## src/rtl/if_stage_pkg.sv

```systemverilog
// Shared constants for the RV32I instruction-fetch stage.
package if_stage_pkg;

  localparam logic [31:0] NOP_INST = 32'h0000_0013;

  typedef logic [0:0] if_state_t;
  localparam if_state_t IF_RUN  = 1'b0;
  localparam if_state_t IF_HELD = 1'b1;

endpackage

```

## src/rtl/if_stage_if.sv

```systemverilog
// Fetch-stage bus: control from stall/redirect logic, imem port and IF/ID outputs.
interface if_stage_if #(
  parameter int PC_WIDTH = 10
);
  logic                  stall;
  logic                  redirect;
  logic [PC_WIDTH-1:0]   redirect_pc;
  logic                  imem_en;
  logic [PC_WIDTH-3:0]   imem_addr;
  logic [31:0]           imem_data;
  logic [PC_WIDTH-1:0]   id_pc;
  logic [31:0]           id_inst;
  logic                  id_valid;

  modport master (
    input  stall, redirect, redirect_pc, imem_data,
    output imem_en, imem_addr, id_pc, id_inst, id_valid
  );

  modport slave (
    output stall, redirect, redirect_pc, imem_data,
    input  imem_en, imem_addr, id_pc, id_inst, id_valid
  );
endinterface

```

## src/rtl/if_hold_buf.sv

```systemverilog
// One-entry {pc, inst, valid} buffer that parks an in-flight instruction during a stall.
module if_hold_buf
  import if_stage_pkg::*;
#(
  parameter int AW = 8
) (
  input  logic          clk,
  input  logic          rst,
  input  logic          i_load,
  input  logic          i_clr,
  input  logic [AW-1:0] i_pc,
  input  logic [31:0]   i_inst,
  output logic          o_valid,
  output logic [AW-1:0] o_pc,
  output logic [31:0]   o_inst
);

  logic          r_valid;
  logic [AW-1:0] r_pc;
  logic [31:0]   r_inst;

  always_ff @(posedge clk) begin
    if (rst) begin
      r_valid <= 1'b0;
      r_pc    <= '0;
      r_inst  <= NOP_INST;
    end else if (i_clr) begin
      r_valid <= 1'b0;
    end else if (i_load) begin
      r_valid <= 1'b1;
      r_pc    <= i_pc;
      r_inst  <= i_inst;
    end
  end

  assign o_valid = r_valid;
  assign o_pc    = r_pc;
  assign o_inst  = r_inst;

endmodule

```

## src/rtl/if_stage.sv

```systemverilog
// Instruction fetch: PC register, sync imem driver, IF/ID register with stall hold and redirect.
// PCs are tracked as word addresses internally; the byte-offset bits are always zero.
module if_stage
  import if_stage_pkg::*;
#(
  parameter int                  PC_WIDTH = 10,
  parameter logic [PC_WIDTH-1:0] RESET_PC = '0
) (
  input  logic      clk,
  input  logic      rst,
  if_stage_if.master bus
);

  localparam int AW = PC_WIDTH - 2;

  logic [AW-1:0] r_fetch_wa;
  logic          r_infl_vld;
  logic [AW-1:0] r_infl_wa;
  if_state_t     r_state;
  logic          r_id_vld;
  logic [AW-1:0] r_id_wa;
  logic [31:0]   r_id_inst;

  logic [AW-1:0] w_tgt_wa;
  logic          w_unused_lsb;
  logic          w_normal;
  logic          w_hold_load;
  logic          w_hold_clr;
  logic          w_hold_vld;
  logic [AW-1:0] w_hold_wa;
  logic [31:0]   w_hold_inst;
  logic          w_use_hold;

  assign w_tgt_wa     = bus.redirect_pc[PC_WIDTH-1:2];
  assign w_unused_lsb = ^bus.redirect_pc[1:0];

  assign w_normal    = !rst && !bus.redirect && !bus.stall;
  assign w_use_hold  = (r_state == IF_HELD) && w_hold_vld;
  assign w_hold_load = !rst && !bus.redirect && bus.stall && r_infl_vld;
  assign w_hold_clr  = bus.redirect || (w_normal && r_state == IF_HELD);

  always_comb begin
    bus.imem_en   = 1'b0;
    bus.imem_addr = r_fetch_wa;
    if (!rst) begin
      if (bus.redirect) begin
        bus.imem_en   = 1'b1;
        bus.imem_addr = w_tgt_wa;
      end else if (!bus.stall) begin
        bus.imem_en = 1'b1;
      end
    end
  end

  if_hold_buf #(.AW(AW)) u_hold (
    .clk     (clk),
    .rst     (rst),
    .i_load  (w_hold_load),
    .i_clr   (w_hold_clr),
    .i_pc    (r_infl_wa),
    .i_inst  (bus.imem_data),
    .o_valid (w_hold_vld),
    .o_pc    (w_hold_wa),
    .o_inst  (w_hold_inst)
  );

  always_ff @(posedge clk) begin
    if (rst) begin
      r_fetch_wa <= RESET_PC[PC_WIDTH-1:2];
      r_infl_vld <= 1'b0;
      r_infl_wa  <= '0;
      r_state    <= IF_RUN;
      r_id_vld   <= 1'b0;
      r_id_wa    <= '0;
      r_id_inst  <= NOP_INST;
    end else if (bus.redirect) begin
      // Data arriving this cycle belongs to the old path and is dropped.
      r_infl_wa  <= w_tgt_wa;
      r_infl_vld <= 1'b1;
      r_fetch_wa <= w_tgt_wa + AW'(1);
      r_state    <= IF_RUN;
      r_id_vld   <= 1'b0;
      r_id_wa    <= '0;
      r_id_inst  <= NOP_INST;
    end else if (bus.stall) begin
      if (r_infl_vld) begin
        r_infl_vld <= 1'b0;
        r_state    <= IF_HELD;
      end
    end else begin
      r_infl_wa  <= r_fetch_wa;
      r_infl_vld <= 1'b1;
      r_fetch_wa <= r_fetch_wa + AW'(1);
      if (w_use_hold) begin
        r_state   <= IF_RUN;
        r_id_vld  <= 1'b1;
        r_id_wa   <= w_hold_wa;
        r_id_inst <= w_hold_inst;
      end else if (r_infl_vld) begin
        r_state   <= IF_RUN;
        r_id_vld  <= 1'b1;
        r_id_wa   <= r_infl_wa;
        r_id_inst <= bus.imem_data;
      end else begin
        r_state   <= IF_RUN;
        r_id_vld  <= 1'b0;
        r_id_wa   <= '0;
        r_id_inst <= NOP_INST;
      end
    end
  end

  assign bus.id_pc    = {r_id_wa, 2'b00};
  assign bus.id_inst  = r_id_inst;
  assign bus.id_valid = r_id_vld;

endmodule
```

## src/flat_wrapper.sv

```systemverilog
// flat-port wrapper written by rule: the top's interface ports become plain ports
module if_stage_flat import if_stage_pkg::*;
#(
  parameter int                  PC_WIDTH = 10,
  parameter logic [PC_WIDTH-1:0] RESET_PC = '0
)
  (clk, rst, bus_stall, bus_redirect, bus_redirect_pc, bus_imem_data, bus_imem_en, bus_imem_addr, bus_id_pc, bus_id_inst, bus_id_valid);
  if_stage_if #(.PC_WIDTH(PC_WIDTH)) bus_i ();
  input  logic clk;
  input  logic rst;
  input wire logic [$bits(bus_i.stall)-1:0] bus_stall;
  input wire logic [$bits(bus_i.redirect)-1:0] bus_redirect;
  input wire logic [$bits(bus_i.redirect_pc)-1:0] bus_redirect_pc;
  input wire logic [$bits(bus_i.imem_data)-1:0] bus_imem_data;
  output wire logic [$bits(bus_i.imem_en)-1:0] bus_imem_en;
  output wire logic [$bits(bus_i.imem_addr)-1:0] bus_imem_addr;
  output wire logic [$bits(bus_i.id_pc)-1:0] bus_id_pc;
  output wire logic [$bits(bus_i.id_inst)-1:0] bus_id_inst;
  output wire logic [$bits(bus_i.id_valid)-1:0] bus_id_valid;
  assign bus_i.stall = bus_stall;
  assign bus_i.redirect = bus_redirect;
  assign bus_i.redirect_pc = bus_redirect_pc;
  assign bus_i.imem_data = bus_imem_data;
  assign bus_imem_en = bus_i.imem_en;
  assign bus_imem_addr = bus_i.imem_addr;
  assign bus_id_pc = bus_i.id_pc;
  assign bus_id_inst = bus_i.id_inst;
  assign bus_id_valid = bus_i.id_valid;
  if_stage #(.PC_WIDTH(PC_WIDTH), .RESET_PC(RESET_PC)) u_core (.clk(clk), .rst(rst), .bus(bus_i));
endmodule
```

## config.mk

```make
export PLATFORM = sky130hd
export DESIGN_NAME = if_stage_flat
export DESIGN_NICKNAME = d
export VERILOG_FILES = /design/src/rtl/if_stage_pkg.sv /design/src/rtl/if_stage_if.sv /design/src/rtl/if_hold_buf.sv /design/src/rtl/if_stage.sv /design/src/flat_wrapper.sv
export SDC_FILE = /design/constraint.sdc
export NUM_CORES = 1
export LEC_CHECK = 0
export BUFFER_PORTS_ARGS = -buffer_cell sky130_fd_sc_hd__buf_4
export CORE_ASPECT_RATIO = 0.5
export CORE_MARGIN = 5
export CORE_UTILIZATION = 35
export DETAILED_ROUTE_END_ITERATION = 6
export GPL_TIMING_DRIVEN = 0
export HOLD_SLACK_MARGIN = 0.06
export SLEW_MARGIN = 20
export SYNTH_ARGS = -nofsm -noshare
export SYNTH_HDL_FRONTEND = slang
export SYNTH_SLANG_ARGS = --single-unit
export TNS_END_PERCENT = 5
```

## constraint.sdc

```tcl
create_clock -name clk -period 5.05 [get_ports clk]
set_input_delay 1.01 -clock clk [delete_from_list [all_inputs] [get_ports clk]]
set_output_delay 1.01 -clock clk [all_outputs]
set_load 0.03 [all_outputs]
```

# Word-level counts from Yosys, hierarchy flattened
# Index checks and enable logic that the tools add are counted.
# totals
word_cells	44
ff_bits	100
input_bits	46
output_inout_bits	52
# classes
n_bitwise	2
eq_ne	1
reduce_logical	14
add_sub_neg	2
mux	15
# op_table
op	count
32-bit 2-to-1 mux	2
8-bit 2-to-1 mux	8
8-bit by 1-bit adder with 8-bit output (second input constant)	2
1-bit logical AND	6
1-bit 2-to-1 mux	5
2-bit OR reduction	2
1-bit logical NOT	3
3-bit OR reduction	1
2-bit by 1-bit inequality test with 1-bit output (second input constant)	1
1-bit NOT	2
2-bit AND reduction	1
1-bit logical OR	1

# Longest topological paths before layout
# Gate-level depths: netlist of run 1.
# depth
word_depth	7
depth_mapped	7
mapped_depth_nobuf	6

# By module
# Synthesis of run 1 repeated with hierarchy kept, for this count alone.
# hier_totals
hier_cells	569
area_unflattened_um2	4894.7
# modules_own_cells
mod	seq_area_each_um2	cells_each	instances	area_each_um2
if_stage	1181.1	384	1	3032.9
if_hold_buf	820.8	185	1	1861.8

# Worst setup path after synthesis of run 1
# No wires, ideal clock.
# synth_timing
path_type	input port to output port
startpoint	input bus_redirect
endpoint	output bus_imem_addr[7]
arrival_ps	2167
t_required_ps	4040
n_path_buf	2
slack_ps	1873
cell_stages	5
path_cell_list	buf_4 > inv_1 > clkbuf_1 > nor2_1 > o22ai_1
# synth_between
elab_chain_len	2
# synth_rtl
item	line	text
from (decl)	flat_wrapper.sv:12	input wire logic [$bits(bus_i.redirect)-1:0] bus_redirect;
8-bit 2-to-1 mux	if_stage.sv:46	if (bus.redirect) begin
8-bit 2-to-1 mux	if_stage.sv:45	if (!rst) begin
to (decl)	flat_wrapper.sv:16	output wire logic [$bits(bus_i.imem_addr)-1:0] bus_imem_addr;
# Every way passes these cells.

# Worst setup path after layout of run 1
# Ends and elaborated chain as after synthesis.

==> results of run 1 <==
[metal layers]
layer / up-vias / share of wire / GRT usage
li1: 2124 / - / -
met1: 1909 / 0.48 / 0.245
met2: 128 / 0.43 / 0.266
met3: 11 / 0.076 / 0.0428
met4: 0 / 0.010 / 0.0361
met5: - / 0 / 0
[stage by stage]
step | std cells | area [um2] | util
floorplan | 556 | 4330 | -
global placement | 813 | 5230 | 0.438
detailed placement | 813 | 5230 | 0.438
CTS | 828 | 5510 | 0.461
global route | 828 | 5510 | 0.461
finish | 828 | 5510 | 0.461
[how the worst max path moves through the flow]
| stage | startpoint | cells past startpoint | slack (ps) | end |
|---|---|---|---|---|
| after floorplan | bus_redirect | 5 | 1870 | bus_imem_addr[7] |
| after global placement | bus_redirect | 7 | 1590 | bus_imem_addr[7] |
| after detailed placement | bus_redirect | 7 | 1630 | bus_imem_addr[7] |
| after CTS | bus_redirect | 7 | 1620 | bus_imem_addr[7] |
| after global routing | bus_redirect | 7 | 1500 | bus_imem_addr[7] |
| final | bus_redirect | 7 | 1620 | bus_imem_addr[7] |
[power by group through the flow]
stage          logic (mW)  clock network (mW)  registers (mW)
2_1_floorplan       0.118                   0           0.873
3_3_place_gp        0.236                   0           0.855
3_5_place_dp        0.237                   0           0.855
4_1_cts             0.237               0.691           0.837
5_1_grt             0.259               0.722           0.841
6_report            0.236               0.678           0.838
[logic make-up after synthesis]
kind of cell | Yosys count | synth area share
buf+inv | 55 | 0.0523
mux | 11 | 0.0266
flops | 100 | 0.463
simple gates | 271 | 0.268
other cells | 1 | 0.000867
xor+xnor | 8 | 0.0162
compound gates | 108 | 0.171
fa+ha+maj | 1 | 0.00289
[sequential cells by signal (all words and copies together) (netlist names)]
signal                 count
u_core.r_infl_wa           8
u_core.r_state             1
u_core.bus.id_inst        32
u_core.r_id_wa             8
u_core.u_hold.o_pc         8
u_core.r_infl_vld          1
u_core.u_hold.o_valid      1
u_core.u_hold.o_inst      32
u_core.r_fetch_wa          8
u_core.bus.id_valid        1
[worst max-delay path: cells and delay by family]
kind	cells	cell delay (ps)
AO/OA/AOI/OAI	1	240
AND/OR/NAND/NOR	1	210
buffers and inverters	5	950
[cells in the final DEF, fill, tap and decap left out, types with 2 or more instances in the layout]
master     instances
nand2_1          143
dfxtp_1          100
buf_4             95
nor2_1            58
a21oi_1           48
nand3_1           47
clkbuf_1          41
a311oi_1          39
clkbuf_16          9
buf_2              7
mux2i_1            7
nor3_1             6
o21ai_0            5
mux2_2             4
xnor2_1            4
xor2_1             4
inv_1              3
nor3b_1            3
o311ai_0           3
a211oi_1           3
nand3b_1           3
buf_1              2
o22ai_1            2
and3_1             2
nand2b_1           2
nand4b_1           2
a2111oi_1          2
conb_1             2
[area by class of cell]
cell class                      instances  area (um2)
Multi-Input combinational cell        401        2100
Fill cell                            1221        6430
Tap cell                              165         206
Timing Repair Buffer                   92         691
Buffer                                 50         208
Clock buffer                           13         250
Inverter                                5        18.8
Clock inverter                          2        35.0
Sequential cell                       100        2000
==> metrics.cfg, run 1 <==
[run_status]
status = complete, no violations

[critical_path]
path_max_fanout = 10
r2r_cells = 6
rrSetupSlack_ps = 3110
r2r-end = u_core.r_fetch_wa[6]$_SDFFE_PP0P_
startpoint_type = input pin
crit_type = input pin to primary output
critPathCaptureType = primary output
crit_arrival_ps = 2420
required_ps = 4040
slowest_delay_ps = 340
rr_startpoint = u_core.r_fetch_wa[1]$_SDFFE_PP0P_
cp_common_cell = buf_4
cp_cell_sequence = buf_4, buf_4, inv_1, clkbuf_1, nor2_1, o22ai_1, buf_4
cp_slowest_cell = clkbuf_1

[clock_tree]
clkLatencyLatePin_ps = 340
cts-resized-gates = 0
postCtsSetupBuffers = 0
clk_pin_slew_worst_paths_ps = 60
cts-root-buf = clkbuf_16
tritoncts = yes
cts-hold-fix-buffers = 0
cts_buffers = 9
clockBufferDepth = 2
htree_levels = 3
cts.sinks = 100

[yosys]
yosysTopAreaCellShare = 0.463
ys_ff_latch = 100
syn_inst = 555
synth.most_common_cell = nand2_1
synth_edf_count = 0
ys_top_cells_by_area = dfxtp_1 46%, nand2_1 12%, a311oi_1 7.9%
async_flop_share = 0
synth_ff_type = dfxtp_1
netlist_area_mm2 = 0.00433
ys_seq_area_frac = 0.463
netlist_top_cells_count = 143 x nand2_1, 100 x dfxtp_1, 58 x nor2_1
ys_warn_count = 0
yosys.area.top_type = dfxtp_1
ys_types = 41
avgSynthCellArea_um2 = 7.80

[global_routing]
grt_util_all_layers = 0.171
grt_start_max_net_pins = 15
grt_pass1_vias = 3959
grt_pass1_wl_um = 20500
grt_remaining_overflow = 0
antenna_found_initial = 0

[place]
numPortBuffers = 92
gp_congestion = 0.804
place_ws_ps = 1630
dp_hpwl_um = 9160

[die]
dieArea_mm2 = 0.0148
start_util = 0.362
die_h_um = 88.6
core-area_mm2 = 0.0119
row_count = 28
die_x_um = 167
ios = 98

[power_and_ir_drop]
combPwrFrac = 0.135
power.leakage_nw = 2.10
power_mw = 1.75
vdd_drop_max_mv = 0.146
power_frac_seq = 0.478
p_sw_frac = 0.257
power_switching_uw = 451
p_int_mw = 1.30
powerDensity_mw_per_mm2 = 318
clkPwrFrac = 0.387

[detailed_routing]
drtIter0Drc = 263
wl_per_cell_um = 15.3
routed_wl_um = 12700
ant_nets = 0
viasPerCell = 5.04
first_pass_iters = 5
drc = 0
vias = 4172

[timing]
setup_slack_ps = 1620
setup_viol = 0
max_freq_mhz = 292
relSlewSlack = 0.584
final-hold-violation-count = 0
whs_ps = 453
min_period_ps = 3430
rsz0062_at_grt = no
fin_skew_ps = 4.28
finalMaxSlewViolations = 0
worst_pin_slew_ps = 623
finalSetupTns_ps = 0
period_share = 0.679

[job]
drv_cap = 0

[worst_hold_path]
hold_end = u_core.u_hold.o_inst[3]$_SDFFE_PP0P_
hold_path.class = flop to flop
min-delay-start = u_core.u_hold.o_inst[3]$_SDFFE_PP0P_
whs_path_depth = 2

[layout]
layout.nets = 706
drive_gt1_frac = 0.183
antenna_cells = 0
syn_to_final_growth_pct = 27.4

No activity file was read; power rests on OpenSTA's default activity.
==> run 2: changes to the inputs <==
--- a/config.mk
+++ b/config.mk
@@ -5,6 +5,7 @@
 export SDC_FILE = /design/constraint.sdc
 export NUM_CORES = 1
 export LEC_CHECK = 0
+export ABC_AREA = 1
 export BUFFER_PORTS_ARGS = -buffer_cell sky130_fd_sc_hd__buf_4
 export CORE_ASPECT_RATIO = 0.5
 export CORE_MARGIN = 5
==> constraint.sdc (replaced) <==
create_clock -name clk -period 3.55 [get_ports clk]
set_input_delay 0.71 -clock clk [delete_from_list [all_inputs] [get_ports clk]]
set_output_delay 0.71 -clock clk [all_outputs]
set_load 0.03 [all_outputs]
==> run 2 against run 1 <==
Effect of this change:
- final area shrank 2.1%
- via count shrank 2.1%
- critical path depth shrank 2
- sequential cell count is the same
- register-to-register slack lost 1100 ps
- synthesized cell count grew 1.6%
- clock skew grew 1.4 ps
- routed wire length shrank 6.7%
- worst hold slack lost 0.67 ps
- critical path type unchanged
- critical endpoint is now bus_imem_en
- largest power group unchanged
- highest routed layer unchanged
==> metrics.cfg, run 2 <==
[place]
numPortBuffers = 92  ; unchanged
dp_hpwl_um = 8660  ; was 9160 um
gp_congestion = 0.902  ; was 0.804
post-place-cells = 822  ; was 813

[yosys]
ys_types = 22  ; was 41
ys_warn_count = 0  ; unchanged
synth.most_common_cell = o21ai_0  ; was nand2_1
synth_edf_count = 0  ; unchanged
synth_ff_type = dfxtp_1  ; unchanged
async_flop_share = 0  ; unchanged
yosysTopAreaCellShare = 0.480  ; was 0.463
ys_seq_area_frac = 0.480  ; was 0.463
netlist_area_mm2 = 0.00417  ; was 0.00433 mm2
avgSynthCellArea_um2 = 7.40  ; was 7.80 um2
netlist_top_cells_count = 107 x o21ai_0, 100 x dfxtp_1, 79 x a21oi_1  ; was 143 x nand2_1, 100 x dfxtp_1, 58 x nor2_1
ys_top_cells_by_area = dfxtp_1 48%, o21ai_0 13%, a21oi_1 9.5%  ; was dfxtp_1 46%, nand2_1 12%, a311oi_1 7.9%
yosys.area.top_type = dfxtp_1  ; unchanged
syn_inst = 564  ; was 555
ys_ff_latch = 100  ; unchanged

[worst_hold_path]
hold_path.class = flop to flop  ; unchanged
whs_path_depth = 2  ; unchanged
min-delay-start = u_core.u_hold.o_inst[19]$_SDFFE_PP0P_  ; was u_core.u_hold.o_inst[3]$_SDFFE_PP0P_
hold_end = u_core.u_hold.o_inst[19]$_SDFFE_PP0P_  ; was u_core.u_hold.o_inst[3]$_SDFFE_PP0P_

[timing]
min_period_ps = 2590
whs_ps = 452  ; was 453 ps
rsz0062_at_grt = no  ; unchanged
max_freq_mhz = 387
finalSetupTns_ps = 0  ; unchanged
setup_viol = 0  ; unchanged
fin_skew_ps = 5.73  ; was 4.28 ps
worst_pin_slew_ps = 556  ; was 623 ps
relSlewSlack = 0.629  ; was 0.584
period_share = 0.729
finalMaxSlewViolations = 0  ; unchanged
final-hold-violation-count = 0  ; unchanged

[detailed_routing]
drtIter0Drc = 248  ; was 263
wl_per_cell_um = 14.1  ; was 15.3 um
viasPerCell = 4.87  ; was 5.04
vias = 4083  ; was 4172
ant_nets = 0  ; unchanged
routed_wl_um = 11800  ; was 12700 um
drc = 0  ; unchanged
first_pass_iters = 5  ; unchanged

[layout]
fin_cells = 838  ; was 828
layout_common_cells = 107 x o21ai_0, 100 x dfxtp_1, 94 x buf_4, 79 x a21oi_1  ; was 143 x nand2_1, 100 x dfxtp_1, 95 x buf_4, 58 x nor2_1, 48 x a21oi_1
final_common_cell = o21ai_0  ; was nand2_1
nFillCells = 1254  ; was 1221
syn_to_final_growth_pct = 29.4  ; was 27.4%
layout.nets = 715  ; was 706
antenna_cells = 0  ; unchanged
drive_gt1_frac = 0.190  ; was 0.183

[critical_path]
r2r-end = u_core.bus.id_inst[25]$_SDFFE_PP0N_  ; was u_core.r_fetch_wa[6]$_SDFFE_PP0P_
r2r_cells = 5  ; was 6
required_ps = 2840  ; was 4040 ps
critPathCaptureType = primary output  ; unchanged
rrSetupSlack_ps = 2010  ; was 3110 ps
cp_cell_sequence = buf_4, inv_2, nor2_1, nor2_1, buf_4  ; was buf_4, buf_4, inv_1, clkbuf_1, nor2_1, o22ai_1, buf_4
crit_type = input pin to primary output  ; unchanged
rr_startpoint = u_core.r_state$_SDFFE_PP0P_  ; was u_core.r_fetch_wa[1]$_SDFFE_PP0P_
slowest_delay_ps = 450  ; was 340 ps
crit_arrival_ps = 1880  ; was 2420 ps
path_max_fanout = 8  ; was 10
cp_slowest_cell = nor2_1  ; was clkbuf_1
startpoint_type = input pin  ; unchanged

[global_routing]
antenna_found_initial = 0  ; unchanged
grt_pass1_wl_um = 19000  ; was 20500 um
grt_start_max_net_pins = 17  ; was 15
grt_pass1_vias = 3732  ; was 3959
grt_remaining_overflow = 0  ; unchanged
grt_util_all_layers = 0.167  ; was 0.171

[clock_tree]
htree_levels = 3  ; unchanged
clk_pin_slew_worst_paths_ps = 70  ; was 60 ps
cts.sinks = 100  ; unchanged
tritoncts = yes  ; unchanged
postCtsSetupBuffers = 0  ; unchanged
clkLatencyLatePin_ps = 350  ; was 340 ps
cts-root-buf = clkbuf_16  ; unchanged
cts_buffers = 9  ; unchanged
clockBufferDepth = 2  ; unchanged
cts-hold-fix-buffers = 0  ; unchanged
cts-resized-gates = 0  ; unchanged

[die]
ios = 98  ; unchanged
die_x_um = 164  ; was 167 um
dieArea_mm2 = 0.0143  ; was 0.0148 mm2
die_h_um = 87.2  ; was 88.6 um
row_count = 28  ; unchanged
core-area_mm2 = 0.0117  ; was 0.0119 mm2
start_util = 0.356  ; was 0.362

[power_and_ir_drop]
vdd_drop_max_mv = 0.236  ; was 0.146 mV
power.leakage_nw = 2.21  ; was 2.10 nW
powerDensity_mw_per_mm2 = 480  ; was 318 mW/mm2

[run_status]
status = complete, no violations  ; unchanged

[job]
drv_cap = 0  ; unchanged

==> run 2: worst max-delay path by stage <==
stage / startpoint / endpoint / slack [ps] / cells after the start
after floorplan: rst / bus_imem_addr[1] / 930 / 5
after global placement: bus_stall / bus_imem_en / 910 / 5
after detailed placement: bus_stall / bus_imem_en / 950 / 5
after CTS: bus_stall / bus_imem_en / 940 / 5
after global routing: bus_stall / bus_imem_en / 830 / 5
final: bus_stall / bus_imem_en / 960 / 5
==> run 2: per-layer routing <==
layer  share of wire  vias up  track usage
met1            0.48     1879        0.233
met2            0.46       95        0.258
met3           0.049       10       0.0468
met4           0.011        0       0.0400
met5               0        -            0
li1                -     2099            -
==> run 2: power breakdown <==
part	internal, mW	switching, mW
Sequential	1.17	0.0201
Clock	0.637	0.423
Combinational	0.124	0.218
Total	1.93	0.662
==> run 2: worst max-delay path, delay by kind of cell <==
family | cells | cell delay (ps)
buffers and inverters | 3 | 560
and+or+nand+nor | 2 | 610
==> run 2: layout make-up <==
cell class                      count  area (um2)  area share
Multi-Input combinational cell    358        1730       0.321
Clock buffer                       10         239      0.0443
Clock inverter                      6        86.3      0.0160
Sequential cell                   100        2000       0.371
Inverter                           64         240      0.0445
Timing Repair Buffer               92         691       0.128
Tap cell                          165         206      0.0382
Buffer                             43         203      0.0375
==> run 2: metrics by stage <==
step	power, mW	setup slack [ps]	util	instance area, um2
2_1_floorplan	1.42	932	-	4180
3_3_place_gp	1.55	913	0.432	5070
3_5_place_dp	1.56	946	0.432	5070
4_1_cts	2.62	942	0.460	5400
5_1_grt	2.70	829	0.460	5400
6_report	2.59	963	0.460	5400
==> run 2: logic make-up (layout without fill, tap and decap cells) <==
| group | count (synthesis) | count (layout) | synth area share |
|---|---|---|---|
| AND/OR/NAND/NOR | 125 | 125 | 0.120 |
| flip-flops | 100 | 100 | 0.480 |
| AO/OA/AOI/OAI | 230 | 230 | 0.290 |
| adder cells (fa/ha/maj) | 1 | 1 | 0.00300 |
| buffers and inverters | 107 | 215 | 0.106 |
| other | 1 | 2 | 0.000899 |
==> run 3: changes to the inputs <==
--- a/config.mk
+++ b/config.mk
@@ -5,7 +5,7 @@
 export SDC_FILE = /design/constraint.sdc
 export NUM_CORES = 1
 export LEC_CHECK = 0
-export ABC_AREA = 1
+export ABC_AREA = 0
 export BUFFER_PORTS_ARGS = -buffer_cell sky130_fd_sc_hd__buf_4
 export CORE_ASPECT_RATIO = 0.5
 export CORE_MARGIN = 5
==> constraint.sdc (replaced) <==
create_clock -name clk -period 2.1 [get_ports clk]
set_input_delay 0.42 -clock clk [delete_from_list [all_inputs] [get_ports clk]]
set_output_delay 0.42 -clock clk [all_outputs]
set_load 0.03 [all_outputs]
==> run 3 against run 2 <==
Effect of this change:
- final cell count shrank 1.3%
- clock skew shrank 1.8 ps
- global-route usage grew 0.41 points
- count of clock-buffer cells in the layout is 3 higher
- sequential cell count did not move
- non-clock buffer count grew 6
- sequential power is 69% higher
- final area up 2.2%
- via count rose by 2.1%
- combinational power increased by 67%
- clock power grew 54%
- register-to-register slack lost 1800 ps
- critical endpoint is now bus_imem_addr[7]
==> metrics.cfg, run 3 (synthesis results as in run 1) <==
[critical_path]
crit_arrival_ps = 1590  ; was 1880 ps
r2r-end = u_core.r_fetch_wa[6]$_SDFFE_PP0P_  ; was u_core.bus.id_inst[25]$_SDFFE_PP0N_
cp_common_cell = buf_4
slowest_delay_ps = 310  ; was 450 ps
path_max_fanout = 12  ; was 8
cp_top_family = buffers and inverters  ; was simple AND/OR/NAND/NOR gates
critPathBufInv = 4  ; was 3
rrSetupSlack_ps = 160  ; was 2010 ps
cp_slowest_cell = nor2_2  ; was nor2_1
startpoint_type = input pin  ; unchanged
rr_startpoint = u_core.r_fetch_wa[1]$_SDFFE_PP0P_  ; was u_core.r_state$_SDFFE_PP0P_
r2r_cells = 6  ; was 5
critPathCaptureType = primary output  ; unchanged
crit_type = input pin to primary output  ; unchanged
cp_cell_sequence = buf_4, buf_4, clkinvlp_4, nor2_2, o22ai_1, buf_4  ; was buf_4, inv_2, nor2_1, nor2_1, buf_4
required_ps = 1680  ; was 2840 ps

[global_routing]
grt_remaining_overflow = 0  ; unchanged
grt_start_max_net_pins = 15  ; was 17
grt_pass1_wl_um = 20500  ; was 19000 um
grt_pass1_vias = 3953  ; was 3732
grt_util_all_layers = 0.171  ; was 0.167
antenna_found_initial = 0  ; unchanged

[timing]
min_period_ps = 2010
setup_viol = 0  ; unchanged
finalMaxSlewViolations = 0  ; unchanged
fin_skew_ps = 3.90  ; was 5.73 ps
max_freq_mhz = 498
rsz0062_at_grt = no  ; unchanged
worst_pin_slew_ps = 620  ; was 556 ps
final-hold-violation-count = 0  ; unchanged
relSlewSlack = 0.586  ; was 0.629
period_share = 0.955

[clock_tree]
clockBufferDepth = 2  ; unchanged
cts-root-buf = clkbuf_16  ; unchanged
htree_levels = 3  ; unchanged
tritoncts = yes  ; unchanged
cts_buffers = 9  ; unchanged
clkLatencyLatePin_ps = 340  ; was 350 ps
cts.sinks = 100  ; unchanged
clk_pin_slew_worst_paths_ps = 60  ; was 70 ps
cts-hold-fix-buffers = 0  ; unchanged

[layout]
layout_common_cells = 143 x nand2_1, 100 x dfxtp_1, 95 x buf_4, 57 x nor2_1, 48 x a21oi_1  ; was 107 x o21ai_0, 100 x dfxtp_1, 94 x buf_4, 79 x a21oi_1
final_common_cell = nand2_1  ; was o21ai_0
antenna_cells = 0  ; unchanged
fin_cells = 827  ; was 838
syn_to_final_growth_pct = 27.5  ; was 29.4%
drive_gt1_frac = 0.189  ; was 0.190
layout.nets = 705  ; was 715

[die]
core-area_mm2 = 0.0119  ; was 0.0117 mm2
row_count = 28  ; unchanged
dieArea_mm2 = 0.0148  ; was 0.0143 mm2
die_h_um = 88.6  ; was 87.2 um
ios = 98  ; unchanged
die_x_um = 167  ; was 164 um
start_util = 0.362  ; was 0.356

[power_and_ir_drop]
clkPwrFrac = 0.387  ; was 0.409
p_int_mw = 3.13  ; was 1.93 mW
powerDensity_mw_per_mm2 = 764  ; was 480 mW/mm2
p_sw_frac = 0.257  ; was 0.255
power_mw = 4.22  ; was 2.59 mW
vdd_drop_max_mv = 0.349  ; was 0.236 mV
power_frac_seq = 0.478  ; was 0.459
power_switching_mw = 1.09  ; was 662 uW
combPwrFrac = 0.135  ; was 0.132
power.leakage_nw = 2.09  ; was 2.21 nW

[detailed_routing]
wl_per_cell_um = 15.3  ; was 14.1 um
drc = 0  ; unchanged
routed_wl_um = 12700  ; was 11800 um
ant_nets = 0  ; unchanged
vias = 4168  ; was 4083
drtIter0Drc = 278  ; was 248
viasPerCell = 5.04  ; was 4.87
first_pass_iters = 5  ; unchanged

[job]
drv_cap = 0  ; unchanged

[place]
gp_congestion = 0.804  ; was 0.902
numPortBuffers = 92  ; unchanged
dp_hpwl_um = 9160  ; was 8660 um
post-place-cells = 813  ; was 822

[run_status]
status = complete, no violations  ; unchanged

[worst_hold_path]
whs_path_depth = 3  ; was 2
min-delay-start = bus_imem_data[1]  ; was u_core.u_hold.o_inst[19]$_SDFFE_PP0P_
hold_end = u_core.u_hold.o_inst[1]$_SDFFE_PP1P_  ; was u_core.u_hold.o_inst[19]$_SDFFE_PP0P_
hold_path.class = input pin to flop  ; was flop to flop

==> run 3: worst max path at each step <==
stage	startpoint	endpoint	slack, ps	depth (start not counted)
after global placement	bus_redirect	bus_imem_addr[7]	-180	7
after detailed placement	bus_redirect	bus_imem_addr[7]	-140	7
after global routing	bus_redirect	bus_imem_addr[7]	20	6
final	bus_redirect	bus_imem_addr[7]	90	6
after floorplan	bus_redirect	bus_imem_addr[7]	100	5
after CTS	bus_redirect	bus_imem_addr[7]	50	6
==> run 3: metal layers <==
layer / GRT usage / wire length, um
met4: 0.0361 / 134
met5: 0 / 0
met3: 0.0428 / 831
met1: 0.244 / 6270
met2: 0.266 / 5460
==> run 3: area by class of cell <==
class / count / area (um2)
Clock inverter: 2 / 35.0
Tap cell: 165 / 206
Inverter: 5 / 22.5
Multi-Input combinational cell: 401 / 2100
Fill cell: 1221 / 6430
Sequential cell: 100 / 2000
Timing Repair Buffer: 92 / 691
Buffer: 49 / 206
Clock buffer: 13 / 250
==> run 3: stage by stage <==
step                      cell area (um2)   util  hold slack, ps  TNS (ps)  setup slack, ps
final                                5520  0.462             309         0             93.5
after global routing                 5520  0.462             325         0             22.6
after CTS                            5510  0.461             307         0             47.6
after detailed placement             5230  0.438             447      -345             -137
after global placement               5230  0.438             442      -485             -185
after floorplan                      4330      -             437         0              103
==> run 3: worst register-to-register path, delay by kind of cell (launching register included) <==
kind / cells / cell delay [ps]
buf+inv: 1 / 100
fa+ha+maj: 1 / 240
compound gates: 2 / 550
flops: 1 / 450
mux: 2 / 490
==> run 3: what timing repair did <==
action | CTS | global route
setup endpoints to repair | 6 | 5
resized for setup | 2 | 2
buffers inserted | 0 | 0
==> run 3: power groups by stage <==
| stage | clock network [mW] | logic (mW) | registers [mW] |
|---|---|---|---|
| final | 1.63 | 0.570 | 2.01 |
| after floorplan | 0 | 0.283 | 2.10 |
| after global routing | 1.74 | 0.623 | 2.02 |
| after global placement | 0 | 0.567 | 2.06 |
| after CTS | 1.66 | 0.571 | 2.01 |
| after detailed placement | 0 | 0.569 | 2.06 |
